$ cat config.mk
export PLATFORM = sky130hd
export DESIGN_NAME = dmem_arbiter_flat
export DESIGN_NICKNAME = d
export VERILOG_FILES = /design/src/rtl/dmem_arbiter_if.sv /design/src/rtl/dmem_arbiter.sv /design/src/flat_wrapper.sv
export SDC_FILE = /design/constraint.sdc
export NUM_CORES = 1
export LEC_CHECK = 0
export BUFFER_PORTS_ARGS = -buffer_cell sky130_fd_sc_hd__buf_2
export CORE_ASPECT_RATIO = 0.5
export CORE_MARGIN = 3
export CORE_UTILIZATION = 44
export CTS_CLUSTER_DIAMETER = 40
export DETAILED_ROUTE_END_ITERATION = 12
export PLACE_DENSITY = 0.8
export SLEW_MARGIN = 20
export SYNTH_ARGS = -nofsm -noshare
export SYNTH_HDL_FRONTEND = slang
export SYNTH_SLANG_ARGS = --single-unit
export TNS_END_PERCENT = 5
$ cat constraint.sdc
create_clock -name clk -period 2 [get_ports clk]
set_input_delay 0.3 -clock clk [delete_from_list [all_inputs] [get_ports clk]]
set_output_delay 0.3 -clock clk [all_outputs]
set_load 0.005 [all_outputs]
$ cat src/rtl/dmem_arbiter_if.sv
// Request/response channel between one requester and the data-memory arbiter.
//   master : requester side (drives request payload and rsp_ready)
//   slave  : arbiter side (drives req_ready and the response)
interface dmem_arbiter_if;
    localparam int unsigned ADDR_W = 32;
    localparam int unsigned DATA_W = 32;
    localparam int unsigned CTRL_W = 3;

    logic              req_valid;
    logic              req_ready;
    logic [ADDR_W-1:0] req_addr;
    logic [DATA_W-1:0] req_wdata;
    logic              req_we;
    logic [CTRL_W-1:0] req_ctrl;
    logic              rsp_valid;
    logic              rsp_ready;
    logic [DATA_W-1:0] rsp_rdata;
    logic              rsp_err;

    modport master (
        output req_valid, req_addr, req_wdata, req_we, req_ctrl, rsp_ready,
        input  req_ready, rsp_valid, rsp_rdata, rsp_err
    );

    modport slave (
        input  req_valid, req_addr, req_wdata, req_we, req_ctrl, rsp_ready,
        output req_ready, rsp_valid, rsp_rdata, rsp_err
    );
endinterface

$ cat src/rtl/dmem_arbiter.sv
// Two-port arbiter and single-access sequencer for the shared data memory.
// Ports:
//   clk, rst_n          : clock, synchronous active-low reset
//   core, dma           : request/response channels (slave side)
//   mem_address, mem_write_data, mem_write_enable, mem_dm_ctrl : to memory
//   mem_read_data       : combinational read data from memory
//   busy                : a transaction is in flight
module dmem_arbiter #(
    parameter int unsigned ADDR_LIMIT = 256,
    parameter bit          FIXED_PRIO = 1'b0
) (
    input  logic                 clk,
    input  logic                 rst_n,
    dmem_arbiter_if.slave        core,
    dmem_arbiter_if.slave        dma,
    output logic [31:0]          mem_address,
    output logic [31:0]          mem_write_data,
    output logic                 mem_write_enable,
    output logic [2:0]           mem_dm_ctrl,
    input  logic [31:0]          mem_read_data,
    output logic                 busy
);
    localparam int unsigned ADDR_W = 32;
    localparam int unsigned DATA_W = 32;
    localparam int unsigned CTRL_W = 3;
    localparam logic        OWNER_CORE = 1'b0;
    localparam logic        OWNER_DMA  = 1'b1;
    localparam logic [CTRL_W-1:0] CTRL_IDLE = 3'b111;

    typedef enum logic [1:0] {
        IDLE   = 2'd0,
        ACCESS = 2'd1,
        RESP   = 2'd2
    } state_e;

    state_e            state_q, state_d;
    logic              last_grant_q, last_grant_d;
    logic              owner_q, owner_d;
    logic [ADDR_W-1:0] addr_q, addr_d;
    logic [DATA_W-1:0] wdata_q, wdata_d;
    logic              we_q, we_d;
    logic [CTRL_W-1:0] ctrl_q, ctrl_d;
    logic              err_q, err_d;
    logic [DATA_W-1:0] rsp_rdata_q, rsp_rdata_d;
    logic              rsp_err_q, rsp_err_d;
    logic              core_rsp_valid_q, core_rsp_valid_d;
    logic              dma_rsp_valid_q, dma_rsp_valid_d;
    logic              busy_q, busy_d;

    logic              core_wins, dma_wins;
    logic [ADDR_W-1:0] sel_addr;
    logic [DATA_W-1:0] sel_wdata;
    logic              sel_we;
    logic [CTRL_W-1:0] sel_ctrl;
    logic              sel_err;
    logic              owner_rsp_ready;

    // Reject anything the memory must never see: out of range, reserved
    // encodings, unsigned stores and misaligned half/word accesses.
    function automatic logic req_illegal(input logic [ADDR_W-1:0] addr,
                                         input logic              we,
                                         input logic [CTRL_W-1:0] ctrl);
        logic bad_range, bad_ctrl, bad_store, bad_half, bad_word;
        bad_range = (addr >= ADDR_W'(ADDR_LIMIT));
        bad_ctrl  = (ctrl == 3'b011) || (ctrl == 3'b110) || (ctrl == 3'b111);
        bad_store = we && ((ctrl == 3'b100) || (ctrl == 3'b101));
        bad_half  = (ctrl[1:0] == 2'b01) && addr[0];
        bad_word  = (ctrl == 3'b010) && (addr[1:0] != 2'b00);
        return bad_range | bad_ctrl | bad_store | bad_half | bad_word;
    endfunction

    // Arbitration: last_grant points at the requester served most recently,
    // so on a tie the other one wins unless core has fixed priority.
    always_comb begin
        core_wins = core.req_valid &
                    (~dma.req_valid | FIXED_PRIO | (last_grant_q == OWNER_DMA));
        dma_wins  = dma.req_valid & ~core_wins;
        sel_addr  = dma_wins ? dma.req_addr  : core.req_addr;
        sel_wdata = dma_wins ? dma.req_wdata : core.req_wdata;
        sel_we    = dma_wins ? dma.req_we    : core.req_we;
        sel_ctrl  = dma_wins ? dma.req_ctrl  : core.req_ctrl;
        sel_err   = req_illegal(sel_addr, sel_we, sel_ctrl);
        owner_rsp_ready = (owner_q == OWNER_DMA) ? dma.rsp_ready : core.rsp_ready;
    end

    // Ready is only offered in IDLE and never while reset is asserted.
    assign core.req_ready = (state_q == IDLE) & rst_n & core_wins;
    assign dma.req_ready  = (state_q == IDLE) & rst_n & dma_wins;

    // Next-state and datapath register inputs.
    always_comb begin
        state_d          = state_q;
        last_grant_d     = last_grant_q;
        owner_d          = owner_q;
        addr_d           = addr_q;
        wdata_d          = wdata_q;
        we_d             = we_q;
        ctrl_d           = ctrl_q;
        err_d            = err_q;
        rsp_rdata_d      = rsp_rdata_q;
        rsp_err_d        = rsp_err_q;
        core_rsp_valid_d = core_rsp_valid_q;
        dma_rsp_valid_d  = dma_rsp_valid_q;

        unique case (state_q)
            IDLE: begin
                if (core_wins || dma_wins) begin
                    owner_d      = dma_wins;
                    last_grant_d = dma_wins;
                    addr_d       = sel_addr;
                    wdata_d      = sel_wdata;
                    we_d         = sel_we;
                    ctrl_d       = sel_ctrl;
                    err_d        = sel_err;
                    state_d      = ACCESS;
                end
            end
            ACCESS: begin
                rsp_rdata_d      = (we_q | err_q) ? '0 : mem_read_data;
                rsp_err_d        = err_q;
                core_rsp_valid_d = (owner_q == OWNER_CORE);
                dma_rsp_valid_d  = (owner_q == OWNER_DMA);
                state_d          = RESP;
            end
            RESP: begin
                if (owner_rsp_ready) begin
                    core_rsp_valid_d = 1'b0;
                    dma_rsp_valid_d  = 1'b0;
                    state_d          = IDLE;
                end
            end
            default: state_d = IDLE;
        endcase

        busy_d = (state_d != IDLE);
    end

    // State and datapath registers.
    always_ff @(posedge clk) begin
        if (!rst_n) begin
            state_q          <= IDLE;
            last_grant_q     <= OWNER_DMA;
            owner_q          <= OWNER_CORE;
            addr_q           <= '0;
            wdata_q          <= '0;
            we_q             <= 1'b0;
            ctrl_q           <= '0;
            err_q            <= 1'b0;
            rsp_rdata_q      <= '0;
            rsp_err_q        <= 1'b0;
            core_rsp_valid_q <= 1'b0;
            dma_rsp_valid_q  <= 1'b0;
            busy_q           <= 1'b0;
        end else begin
            state_q          <= state_d;
            last_grant_q     <= last_grant_d;
            owner_q          <= owner_d;
            addr_q           <= addr_d;
            wdata_q          <= wdata_d;
            we_q             <= we_d;
            ctrl_q           <= ctrl_d;
            err_q            <= err_d;
            rsp_rdata_q      <= rsp_rdata_d;
            rsp_err_q        <= rsp_err_d;
            core_rsp_valid_q <= core_rsp_valid_d;
            dma_rsp_valid_q  <= dma_rsp_valid_d;
            busy_q           <= busy_d;
        end
    end

    // Memory drive: only the ACCESS cycle touches the bus; rst_n gates the
    // write so a store caught by reset is dropped.
    always_comb begin
        mem_address      = '0;
        mem_write_data   = '0;
        mem_write_enable = 1'b0;
        mem_dm_ctrl      = CTRL_IDLE;
        if (state_q == ACCESS) begin
            mem_address      = addr_q;
            mem_write_data   = wdata_q;
            mem_write_enable = we_q & ~err_q & rst_n;
            mem_dm_ctrl      = ctrl_q;
        end
    end

    assign core.rsp_valid = core_rsp_valid_q;
    assign core.rsp_rdata = rsp_rdata_q;
    assign core.rsp_err   = rsp_err_q;
    assign dma.rsp_valid  = dma_rsp_valid_q;
    assign dma.rsp_rdata  = rsp_rdata_q;
    assign dma.rsp_err    = rsp_err_q;
    assign busy           = busy_q;
endmodule

$ cat src/flat_wrapper.sv
// flat-port wrapper written by rule: the top's interface ports become plain ports
module dmem_arbiter_flat 
#(
    parameter int unsigned ADDR_LIMIT = 256,
    parameter bit          FIXED_PRIO = 1'b0
)
  (clk, rst_n, mem_address, mem_write_data, mem_write_enable, mem_dm_ctrl, mem_read_data, busy, core_req_valid, core_req_addr, core_req_wdata, core_req_we, core_req_ctrl, core_rsp_ready, core_req_ready, core_rsp_valid, core_rsp_rdata, core_rsp_err, dma_req_valid, dma_req_addr, dma_req_wdata, dma_req_we, dma_req_ctrl, dma_rsp_ready, dma_req_ready, dma_rsp_valid, dma_rsp_rdata, dma_rsp_err);
  dmem_arbiter_if core_i ();
  dmem_arbiter_if dma_i ();
  input  logic clk;
  input  logic rst_n;
  output logic [31:0] mem_address;
  output logic [31:0] mem_write_data;
  output logic mem_write_enable;
  output logic [2:0] mem_dm_ctrl;
  input  logic [31:0] mem_read_data;
  output logic busy;
  input wire logic [$bits(core_i.req_valid)-1:0] core_req_valid;
  input wire logic [$bits(core_i.req_addr)-1:0] core_req_addr;
  input wire logic [$bits(core_i.req_wdata)-1:0] core_req_wdata;
  input wire logic [$bits(core_i.req_we)-1:0] core_req_we;
  input wire logic [$bits(core_i.req_ctrl)-1:0] core_req_ctrl;
  input wire logic [$bits(core_i.rsp_ready)-1:0] core_rsp_ready;
  output wire logic [$bits(core_i.req_ready)-1:0] core_req_ready;
  output wire logic [$bits(core_i.rsp_valid)-1:0] core_rsp_valid;
  output wire logic [$bits(core_i.rsp_rdata)-1:0] core_rsp_rdata;
  output wire logic [$bits(core_i.rsp_err)-1:0] core_rsp_err;
  input wire logic [$bits(dma_i.req_valid)-1:0] dma_req_valid;
  input wire logic [$bits(dma_i.req_addr)-1:0] dma_req_addr;
  input wire logic [$bits(dma_i.req_wdata)-1:0] dma_req_wdata;
  input wire logic [$bits(dma_i.req_we)-1:0] dma_req_we;
  input wire logic [$bits(dma_i.req_ctrl)-1:0] dma_req_ctrl;
  input wire logic [$bits(dma_i.rsp_ready)-1:0] dma_rsp_ready;
  output wire logic [$bits(dma_i.req_ready)-1:0] dma_req_ready;
  output wire logic [$bits(dma_i.rsp_valid)-1:0] dma_rsp_valid;
  output wire logic [$bits(dma_i.rsp_rdata)-1:0] dma_rsp_rdata;
  output wire logic [$bits(dma_i.rsp_err)-1:0] dma_rsp_err;
  assign core_i.req_valid = core_req_valid;
  assign core_i.req_addr = core_req_addr;
  assign core_i.req_wdata = core_req_wdata;
  assign core_i.req_we = core_req_we;
  assign core_i.req_ctrl = core_req_ctrl;
  assign core_i.rsp_ready = core_rsp_ready;
  assign core_req_ready = core_i.req_ready;
  assign core_rsp_valid = core_i.rsp_valid;
  assign core_rsp_rdata = core_i.rsp_rdata;
  assign core_rsp_err = core_i.rsp_err;
  assign dma_i.req_valid = dma_req_valid;
  assign dma_i.req_addr = dma_req_addr;
  assign dma_i.req_wdata = dma_req_wdata;
  assign dma_i.req_we = dma_req_we;
  assign dma_i.req_ctrl = dma_req_ctrl;
  assign dma_i.rsp_ready = dma_rsp_ready;
  assign dma_req_ready = dma_i.req_ready;
  assign dma_rsp_valid = dma_i.rsp_valid;
  assign dma_rsp_rdata = dma_i.rsp_rdata;
  assign dma_rsp_err = dma_i.rsp_err;
  dmem_arbiter #(.ADDR_LIMIT(ADDR_LIMIT), .FIXED_PRIO(FIXED_PRIO)) u_core (.clk(clk), .rst_n(rst_n), .core(core_i), .dma(dma_i), .mem_address(mem_address), .mem_write_data(mem_write_data), .mem_write_enable(mem_write_enable), .mem_dm_ctrl(mem_dm_ctrl), .mem_read_data(mem_read_data), .busy(busy));
endmodule
# [Word-level counts from Yosys, hierarchy flattened]
# Index checks and enable logic that the tools add are counted.
[op_classes] n_reduce_logical=13 eq_ne=10 n_bitwise=17 mux=16 n_lt_le_gt_ge=1
[ops] cell="$mux 32" count=5
[ops] cell="$ge 32x9->1 const B" count=1
[ops] cell="$eq 3x3->1 const B" count=4
[ops] cell="$and 1x1->1" count=7
[ops] cell="$eq 3x2->1 const B" count=2
[ops] cell="$mux 3" count=2
[ops] cell="$or 1x1->1" count=6
[ops] cell="$pmux 2 s3" count=1
[ops] cell="$reduce_bool 2->1" count=3
[ops] cell="$eq 2x1->1 const B" count=2
[ops] cell="$logic_or 1x1->1" count=4
[ops] cell="$mux 1" count=4
[ops] cell="$mux 2" count=2
[ops] cell="$not 1->1" count=4
[ops] cell="$pmux 1 s2" count=2
[ops] cell="$reduce_and 2->1" count=2
[ops] cell="$logic_and 1x1->1" count=3
[ops] cell="$eq 2x2->1 const B" count=1
[ops] cell="$logic_not 2->1" count=1
[ops] cell="$ne 2x1->1 const B" count=1
[word_totals] in_bits=174 register_bits=109 word_cells=70 output_inout_bits=139

# [Logic depth before layout (Yosys ltp)]
# Gate-level depths: netlist (run 1).
[logic_depth] word_depth=13 depth_mapped=7 depth_no_buf=5

# [Least setup slack after synthesis (run 1)]
# Ideal clock, no wire load.
[synth_timing] path_type="flip-flop to output port" startpoint="register u_core.state_q[1]" endpoint="output mem_address[21]" n_path_buf=3 required_ns=1.700 stages_incl_launch_ff=6 path_slack_ns=0.477 t_arrival_ns=1.223 path_cell_list="dfxtp_1 buf_2 and2b_1 buf_2 clkbuf_1 and2_1"
[synth_between] elab_chain_cells=2
[synth_rtl] element="from (decl)" line_no="dmem_arbiter.sv:36" rtl="state_e state_q, state_d;"
[synth_rtl] element="from (signal assigned)" line_no="dmem_arbiter.sv:155" rtl="state_q <= state_d;"
[synth_rtl] element="$eq 2x1->1" line_no="dmem_arbiter.sv:178" rtl="if (state_q == ACCESS) begin"
[synth_rtl] element="$mux 32" line_no="dmem_arbiter.sv:178"
[synth_rtl] element="to (decl)" line_no="flat_wrapper.sv:12" rtl="output logic [31:0] mem_address;"
# No other way between the ends.

# [Worst setup path in the final report (run 1)]
[layout_timing] startpoint="register u_core.state_q[1]" endpoint="output mem_address[11]"
# The elaborated chain is that of the path after synthesis.

==> results of run 1 <==
==> cell families (layout without fill, tap and decap cells) <==
family | count (synthesis) | in the layout | share of synthesized area
simple gates | 317 | 317 | 0.289
buf+inv | 90 | 345 | 0.0969
mux | 2 | 2 | 0.00370
flops | 109 | 109 | 0.403
compound gates | 159 | 159 | 0.207
==> cells in the final DEF (no fill, tap or decap), drive strengths merged <==
| cell type | count |
|---|---|
| o211ai | 1 |
| clkinv | 2 |
| nand3 | 36 |
| o41ai | 2 |
| nand4 | 4 |
| nor3 | 6 |
| nand3b | 1 |
| a22oi | 32 |
| o22ai | 1 |
| bufinv | 1 |
| nand2b | 5 |
| and2b | 1 |
| nor2b | 32 |
| inv | 4 |
| a21boi | 5 |
| clkinvlp | 1 |
| nor2 | 12 |
| buf | 328 |
| nor4 | 8 |
| mux2i | 2 |
| and2 | 64 |
| nand2 | 146 |
| o221ai | 2 |
| o211a | 33 |
| o21ai | 7 |
| or2 | 1 |
| dfxtp | 109 |
| a21oi | 41 |
| clkbuf | 9 |
| or4 | 1 |
| o31a | 1 |
| a31oi | 34 |
==> worst min-delay path, delay by kind of cell <==
family	cells	cell delay [ns]
AOI/OAI and AO/OA	1	0.07
and+or+nand+nor	1	0.04
buffers and inverters	1	0.09
==> power by group <==
part	internal [mW]	switching, mW	total [mW]
Clock	0.990	0.852	1.84
Sequential	2.41	0.141	2.56
Combinational	0.575	0.669	1.24
Total	3.98	1.66	5.64
==> layer usage <==
metal | track usage | up-vias | part of all wire
met4 | 0.0837 | 6 | 0.024
met5 | 0 | - | 0.0013
li1 | - | 2802 | -
met3 | 0.0557 | 40 | 0.076
met1 | 0.283 | 2657 | 0.40
met2 | 0.421 | 262 | 0.50
==> worst min path at each step <==
| stage | startpoint | to | cells past startpoint |
|---|---|---|---|
| floorplan | core_req_ctrl[1] | u_core.ctrl_q[1] | 2 |
| global placement | u_core.dma.rsp_valid | u_core.dma.rsp_valid | 2 |
| global route | core_req_wdata[21] | u_core.wdata_q[21] | 3 |
| CTS | core_req_wdata[31] | u_core.wdata_q[31] | 3 |
| finish | core_req_wdata[31] | u_core.wdata_q[31] | 3 |
| detailed placement | u_core.dma.rsp_valid | u_core.dma.rsp_valid | 2 |
==> flip-flops by register name, summed over array words and instances, names as in the netlist, 2 cells and up <==
signal,count
u_core.wdata_q,32
u_core.ctrl_q,3
u_core.state_q,2
u_core.core.rsp_rdata,32
u_core.addr_q,32
==> timing repair <==
| action | CTS | global route |
|---|---|---|
| gates resized for setup | 0 | 1 |
| setup endpoints to repair | 0 | 1 |
| hold endpoints to repair | 0 | 0 |
==> layout make-up <==
cell class	count	area, um^2
timing repair buffer	328	1740
fill	1024	4330
inverter	1	3.75
tap	159	199
clock buffer	9	225
multi-input combinational	478	2730
sequential	109	2180
clock inverter	7	81.3
==> per-stage QoR <==
stage | worst slack, ns | hold WS, ns
2_1_floorplan | 0.477 | 0.435
3_3_place_gp | 0.430 | 0.449
3_5_place_dp | 0.357 | 0.453
4_1_cts | 0.0818 | 0.198
5_1_grt | 0.0163 | 0.204
6_report | 0.0915 | 0.205
==> out/summary.txt, run 1 <==
Avg Inst Size Synth -> 7.99 um^2
Largest net degree at the start of global routing -> 108
Share of cells above drive strength 1 -> 0.379
Synth Instances -> 677
Setup_tns -> 0 ns
Worst path bufs/invs -> 2
Min-Delay Path Class -> in2reg
Boundary pin count -> 313
Placed Area -> 0.00685 mm^2
Critical path startpoint -> u_core.state_q[1]
Crit path capture -> mem_address[11]
Period Utilization, post-route -> 0.954
Yosys top cell by area -> dfxtp_1
Slew of the pin with the lowest slew margin -> 0.465 ns
Pwr/cell area -> 788 mW/mm^2
Number of diodes -> 0
Synth top area cells -> dfxtp_1, nand2_1, and2_1
Total CTS buffers -> 9
Worst r2r src -> u_core.state_q[0]
DP HPWL -> 12,800 um
GRT Total Usage -> 0.237
Antenna violations before repair -> 3
CTS tree -> built
Most common cell in the netlist -> nand2_1
Final Skew -> 0.00512 ns
H-tree depth -> 3
WP depth -> 4
# DRC -> 0
Outcome -> finished, final reports clean
Number of global-route vias before repair -> 5,447
Vert. Die Dim -> 84.4 um
Share of the synthesized area in the top cell type -> 0.403
Initial Utilization -> 0.471
Syn Nets -> 851
Via density -> 5.29
Final Setup Violations -> 0
Design area -> 0.00716 mm^2
Worst-path cell chain -> and2b_2 > buf_12 > and2_1 > buf_2
Core Util, Final -> 0.623
Async set or reset register ratio after synthesis -> 0
Reg2reg setup slack -> 0.36 ns
Clk sink count -> 109
Setup Buffers After CTS -> 0
Largest delay share family, worst path -> simple AND/OR/NAND/NOR gates
Synth warn -> 0
CTS Hold Buffers Added -> 0
Leakage -> 3.80 nW
R2R cell count -> 7
CP max stage delay -> 0.38 ns
Non-Filler Instances -> 1,091
DR vias -> 5,767
Die ar. -> 0.0137 mm^2
Number of synthesized flops with an enable pin -> 0
CP Max Fanout -> 33
Commonest cells in the netlist -> nand2_1, dfxtp_1, and2_1, buf_4, a21oi_1
Die W -> 163 um
Final Power -> 5.64 mW
Register area share after synthesis -> 0.403
Root buffer cell -> clkbuf_16
Main synth FF type -> dfxtp_1
Drt pass-1 iters -> 5
Post-layout nets -> 1,101
Total routed wirelength -> 17,200 um
Layout Area Growth over Synthesis -> 32.3%
Worst-case clock buffer depth -> 2
Max-cap viol count -> 0
Critical path launch point type -> flip-flop
Slew headroom -> 0.690
CP Data Arrival Time -> 1.61 ns
RSZ-0062 raised after global routing -> false
Worst skew pair latency -> 0.34 ns
Post-layout min period -> 1.91 ns
Port Buffer Count -> 312
Placed Cells -> 1,075
First-pass GRT wire length -> 26,800 um
Reg2Reg Capture Point -> u_core.wdata_q[3]
Row count -> 27
Flops & latches, synth -> 109
Setup CP Type -> reg2out
Fin. max-slew vios -> 0
Slowest cell on crit path -> and2b_2
Routed length per instance -> 15.8 um
Worst endpoint required time -> 1.70 ns
Worst setup EP type -> primary output
CORE AREA -> 0.0115 mm^2
VDD IR max -> 0.000515 V
Hold Vio Cnt, Final -> 0
Synth cell types -> 36
Final ANT Viol Nets -> 0
Placer Congestion -> 0.861
Clk pin slew, worst setup/hold paths -> 0.08 ns
Synth Cell Area -> 0.00541 mm^2
Initial drt markers -> 379
Fmax -> 524 MHz
GRT Residual Overflow -> 0
No activity file was read; power rests on OpenSTA's default activity.
==> inputs of run 2 (changes only) <==
PLACE_DENSITY = default   (was 0.8)
PLACE_DENSITY_LB_ADDON = 0.2   (was default)
==> run 2 against run 1 <==
Utilization shrank 0.37 points. Register-to-register slack gained 0.12 ns. Cell area shrank 0.59%. Clock power shrank 9%.
==> out/summary.txt, run 2 (synthesized netlist as in run 1, its figures left out) <==
Pre-CTS setup slack -> 0.350 ns
Share of cells above drive strength 1 -> 0.382
Final Skew -> 0.00689 ns
Most frequent cells in the layout -> buf_2, nand2_1, dfxtp_1, and2_1, a21oi_1
Net Sw Frac -> 0.297
Setup ws final -> 0.131 ns
Port Buffer Count -> 312
Pint -> 3.84 mW
Final Setup Violations -> 0
Clk sink count -> 109
First-pass GRT wire length -> 27,000 um
Setup CP Type -> reg2out
Hold Vio Cnt, Final -> 0
Period Utilization, post-route -> 0.934
Fmax -> 535 MHz
Row count -> 27
Slew headroom -> 0.694
Min-Delay Path Class -> in2reg
Layout Area Growth over Synthesis -> 31.5%
Post-layout min period -> 1.87 ns
Clk pin slew, worst setup/hold paths -> 0.08 ns
Critical path launch point type -> flip-flop
Worst setup EP type -> primary output
Post-layout nets -> 1,104
Routing usage on met1 -> 0.294
Boundary pin count -> 313
RSZ-0062 raised after global routing -> false
Final ANT Viol Nets -> 0
Seq. cell area -> 0.00218 mm^2
GRT Total Usage -> 0.239
Area taken by multi-input logic gates -> 0.00273 mm^2
Commonest non-fill, non-tap cell in the layout -> buf_2
Placer Congestion -> 0.871
Clock power frac -> 0.306
Reg power frac -> 0.471
H-tree depth -> 3
Number of global-route vias before repair -> 5,370
Setup Buffers After CTS -> 0
DR vias -> 5,655
Number of diodes -> 0
CP Max Fanout -> 27
Pwr/cell area -> 768 mW/mm^2
GR Layer Usage met2 -> 0.430
Root buffer cell -> clkbuf_16
Die W -> 163 um
CTS tree -> built
DP HPWL -> 12,800 um
Fin. max-slew vios -> 0
Worst endpoint required time -> 1.70 ns
Worst r2r src -> u_core.last_grant_q
Met3 Use GR -> 0.0503
Antenna violations before repair -> 0
Worst hold path startpoint -> core_req_wdata[18]
Critical path startpoint -> u_core.state_q[1]
CORE AREA -> 0.0115 mm^2
Drt pass-1 iters -> 7
Outcome -> finished, final reports clean
# DRC -> 0
Largest net degree at the start of global routing -> 60
CP Data Arrival Time -> 1.57 ns
Initial Utilization -> 0.471
Routed length per instance -> 15.6 um
Filler cell count -> 1,088
VDD IR max -> 0.000436 V
Worst skew pair latency -> 0.34 ns
Total CTS buffers -> 9
Initial drt markers -> 400
Slew of the pin with the lowest slew margin -> 0.458 ns
Vert. Die Dim -> 84.4 um
Setup_tns -> 0 ns
GR peak layer -> met2
Die ar. -> 0.0137 mm^2
Leakage -> 3.79 nW
Psw -> 1.62 mW
Total routed wirelength -> 17,000 um
GRT Residual Overflow -> 0
Comb pwr share -> 0.223
Worst-case clock buffer depth -> 2
Max-cap viol count -> 0
Via density -> 5.17
==> run 2: power by group through the flow <==
stage	clock, mW	sequential [mW]	combinational (mW)
after floorplan	0	2.56	0.778
after global placement	0	2.62	1.20
after detailed placement	0	2.62	1.22
after CTS	1.71	2.57	1.22
after global routing	1.81	2.60	1.37
final	1.67	2.57	1.22
==> run 2: path summary, 6_finish.rpt <==
kind                               end  slack, ns  cells past startpoint
setup / recovery       mem_address[10]       0.13                      4
hold / removal      u_core.wdata_q[18]       0.21                      3
setup reg to reg      u_core.addr_q[5]       0.48                      6
hold reg to reg   u_core.dma.rsp_valid       0.47                      2
==> run 2: cell type report <==
cell class,count,area share
repair buffers,331,0.242
multi-input cells,478,0.383
flip-flops and latches,109,0.307
inverters,1,0.000528
clock buffers,10,0.0322
clock inverters,6,0.00668
well taps,159,0.0280
==> run 2: per-layer routing <==
layer | wire length (um) | share of wire
met5 | 0 | 0
met4 | 309 | 0.018
met3 | 1030 | 0.060
met2 | 8640 | 0.51
met1 | 7060 | 0.41
==> run 2: worst max-delay path: stages, from the launching register on <==
cell and delay [ns]:
dfxtp_2 0.44, and2b_2 0.26, buf_4 0.21, and2_1 0.19, buf_2 0.12
==> run 2: repair_timing <==
action	in CTS	in global routing
resized for setup	2	1
hold buffers	0	0
setup endpoints to repair	40	1
cloned	0	0
==> run 2: metrics by stage <==
step / power, mW / area, um^2 / cells / hold WS, ns / util
after floorplan: 3.34 / 5410 / 677 / 0.435 / -
after global placement: 3.81 / 6830 / 1078 / 0.446 / 0.595
after detailed placement: 3.84 / 6830 / 1078 / 0.460 / 0.595
after CTS: 5.51 / 7110 / 1094 / 0.199 / 0.619
after global routing: 5.78 / 7110 / 1094 / 0.208 / 0.619
final: 5.46 / 7110 / 1094 / 0.211 / 0.619
==> inputs of run 3 (changes only) <==
--- a/config.mk
+++ b/config.mk
@@ -6,5 +6,5 @@
 export NUM_CORES = 1
 export LEC_CHECK = 0
-export BUFFER_PORTS_ARGS = -buffer_cell sky130_fd_sc_hd__buf_2
+export BUFFER_PORTS_ARGS = -buffer_cell sky130_fd_sc_hd__clkbuf_2
 export CORE_ASPECT_RATIO = 0.5
 export CORE_MARGIN = 3
@@ -13,4 +13,5 @@
 export DETAILED_ROUTE_END_ITERATION = 12
 export PLACE_DENSITY_LB_ADDON = 0.2
+export SETUP_SLACK_MARGIN = 0.1
 export SLEW_MARGIN = 20
 export SYNTH_ARGS = -nofsm -noshare
==> constraint.sdc (replaced) <==
create_clock -name clk -period 2 [get_ports clk]
set_input_delay 0.3 -clock clk [delete_from_list [all_inputs] [get_ports clk]]
set_output_delay 0.3 -clock clk [all_outputs]
set_load 0.01 [all_outputs]
==> run 3 against run 2 <==
Cell count unchanged. Flip-flop and latch count did not move. Via count up 1.3%. Maximum frequency increased by 0.58%. Cell area is 0.44% higher. Clock power is 9.6% higher. Die area stayed put. First-iteration DRC count is 16% higher. Utilization grew 0.27 points. Critical endpoint is now mem_address[16]. Highest routed layer unchanged.
==> out/summary.txt, run 3 (synthesized netlist as in run 1, its figures left out) <==
RSZ-0062 raised after global routing -> true
Final Skew -> 0.0105 ns
Critical path launch point type -> flip-flop
DR vias -> 5,726
Root buffer cell -> clkbuf_16
VDD IR max -> 0.000613 V
CP max stage delay -> 0.44 ns
Die W -> 163 um
Worst-case clock buffer depth -> 2
Period Utilization, post-route -> 0.929
DP HPWL -> 13,000 um
Min-Delay Path Class -> in2reg
Worst-path cell chain -> and2b_2 > buf_4 > and2_1 > clkbuf_2
Fin. max-slew vios -> 0
Slew headroom -> 0.698
Largest delay share family, worst path -> flip-flops
GRT Total Usage -> 0.237
Fmax -> 538 MHz
Clk sink count -> 109
Drt pass-1 iters -> 5
Via density -> 5.23
Post-layout nets -> 1,104
Die ar. -> 0.0137 mm^2
Clk pin slew, worst setup/hold paths -> 0.07 ns
Max-cap viol count -> 0
Worst setup EP type -> primary output
Commonest non-fill, non-tap cell in the layout -> clkbuf_2
Total CTS buffers -> 9
Post-layout min period -> 1.86 ns
Boundary pin count -> 313
Pre-CTS setup slack -> 0.319 ns
Total routed wirelength -> 17,000 um
GRT Residual Overflow -> 0
Port Buffer Count -> 312
Worst skew pair latency -> 0.34 ns
Most frequent cells in the layout -> clkbuf_2, nand2_1, dfxtp_1, and2_1, a21oi_1
Layout Area Growth over Synthesis -> 32.1%
Slowest cell on crit path -> dfxtp_2
Outcome -> finished, final reports clean
Setup ws final -> 0.142 ns
Hold Vio Cnt, Final -> 0
Placer Congestion -> 0.879
Number of global-route vias before repair -> 5,381
Worst endpoint required time -> 1.70 ns
Antenna violations before repair -> 0
Setup Buffers After CTS -> 0
Worst path bufs/invs -> 2
# DRC -> 0
Slew of the pin with the lowest slew margin -> 0.453 ns
Final Power -> 5.68 mW
Setup_tns -> 0 ns
First-pass GRT wire length -> 26,700 um
Largest net degree at the start of global routing -> 78
Final Setup Violations -> 0
Leakage -> 3.73 nW
Initial Utilization -> 0.471
CORE AREA -> 0.0115 mm^2
Row count -> 27
CP Max Fanout -> 24
Final ANT Viol Nets -> 0
H-tree depth -> 3
Share of cells above drive strength 1 -> 0.383
Number of diodes -> 0
Initial drt markers -> 462
CP Data Arrival Time -> 1.56 ns
Vert. Die Dim -> 84.4 um
Setup CP Type -> reg2out
CTS Hold Buffers Added -> 0
CTS tree -> built
Pwr/cell area -> 795 mW/mm^2
Routed length per instance -> 15.6 um
run 3: changes by cell type in the layout (fill, tap and decap cells not counted), sizes merged:
| cell | previous run | this run |
|---|---|---|
| inv | 2 | 4 |
| clkbuf | 10 | 320 |
| clkinv | 4 | 2 |
| bufinv | 0 | 1 |
| buf | 331 | 20 |
run 3: layer usage:
| layer | vias to the layer above | track usage | part of all wire |
|---|---|---|---|
| met5 | - | 0 | 0 |
| met4 | 0 | 0.0483 | 0.015 |
| met3 | 21 | 0.0458 | 0.062 |
| met2 | 214 | 0.434 | 0.51 |
| met1 | 2679 | 0.293 | 0.41 |
| li1 | 2812 | - | - |
run 3: timing repair:
action | CTS | global route
resized for setup | 4 | 0
hold endpoints to repair | 0 | 0
endpoints found under the setup margin | 67 | 40
run 3: layout make-up:
cell class | instances | area (um^2)
clock inverters | 7 | 80.1
well taps | 159 | 199
multi-input cells | 478 | 2730
inverters | 1 | 3.75
fillers | 1054 | 4340
flip-flops and latches | 109 | 2190
clock buffers | 9 | 225
repair buffers | 331 | 1720
run 3: final timing paths:
path                     endpoint                 start  slack [ns]  cells past startpoint
min            u_core.wdata_q[28]     dma_req_wdata[28]        0.19                      3
min reg2reg  u_core.dma.rsp_valid  u_core.dma.rsp_valid        0.46                      2
max               mem_address[16]     u_core.state_q[0]        0.14                      4
max reg2reg      u_core.addr_q[4]   u_core.last_grant_q        0.43                      6
run 3: report_power, final:
group          internal [mW]  switching, mW  leakage, nW
clock network          0.991          0.844        0.148
registers               2.42          0.161        0.901
logic                  0.567          0.704         2.68
run 3: stage by stage:
stage	hold slack [ns]	cell area, um^2	util	cells
after floorplan	0.435	5410	-	677
after global placement	0.450	6830	0.595	1078
after detailed placement	0.447	6830	0.595	1078
after CTS	0.187	7150	0.622	1094
after global routing	0.191	7150	0.622	1094
final	0.194	7150	0.622	1094
run 3: worst reg2reg max path, delay by kind of cell (launching register included):
family          cells  cell delay [ns]
flops               1             0.44
buf+inv             1             0.35
compound gates      1             0.15
simple gates        4             0.59
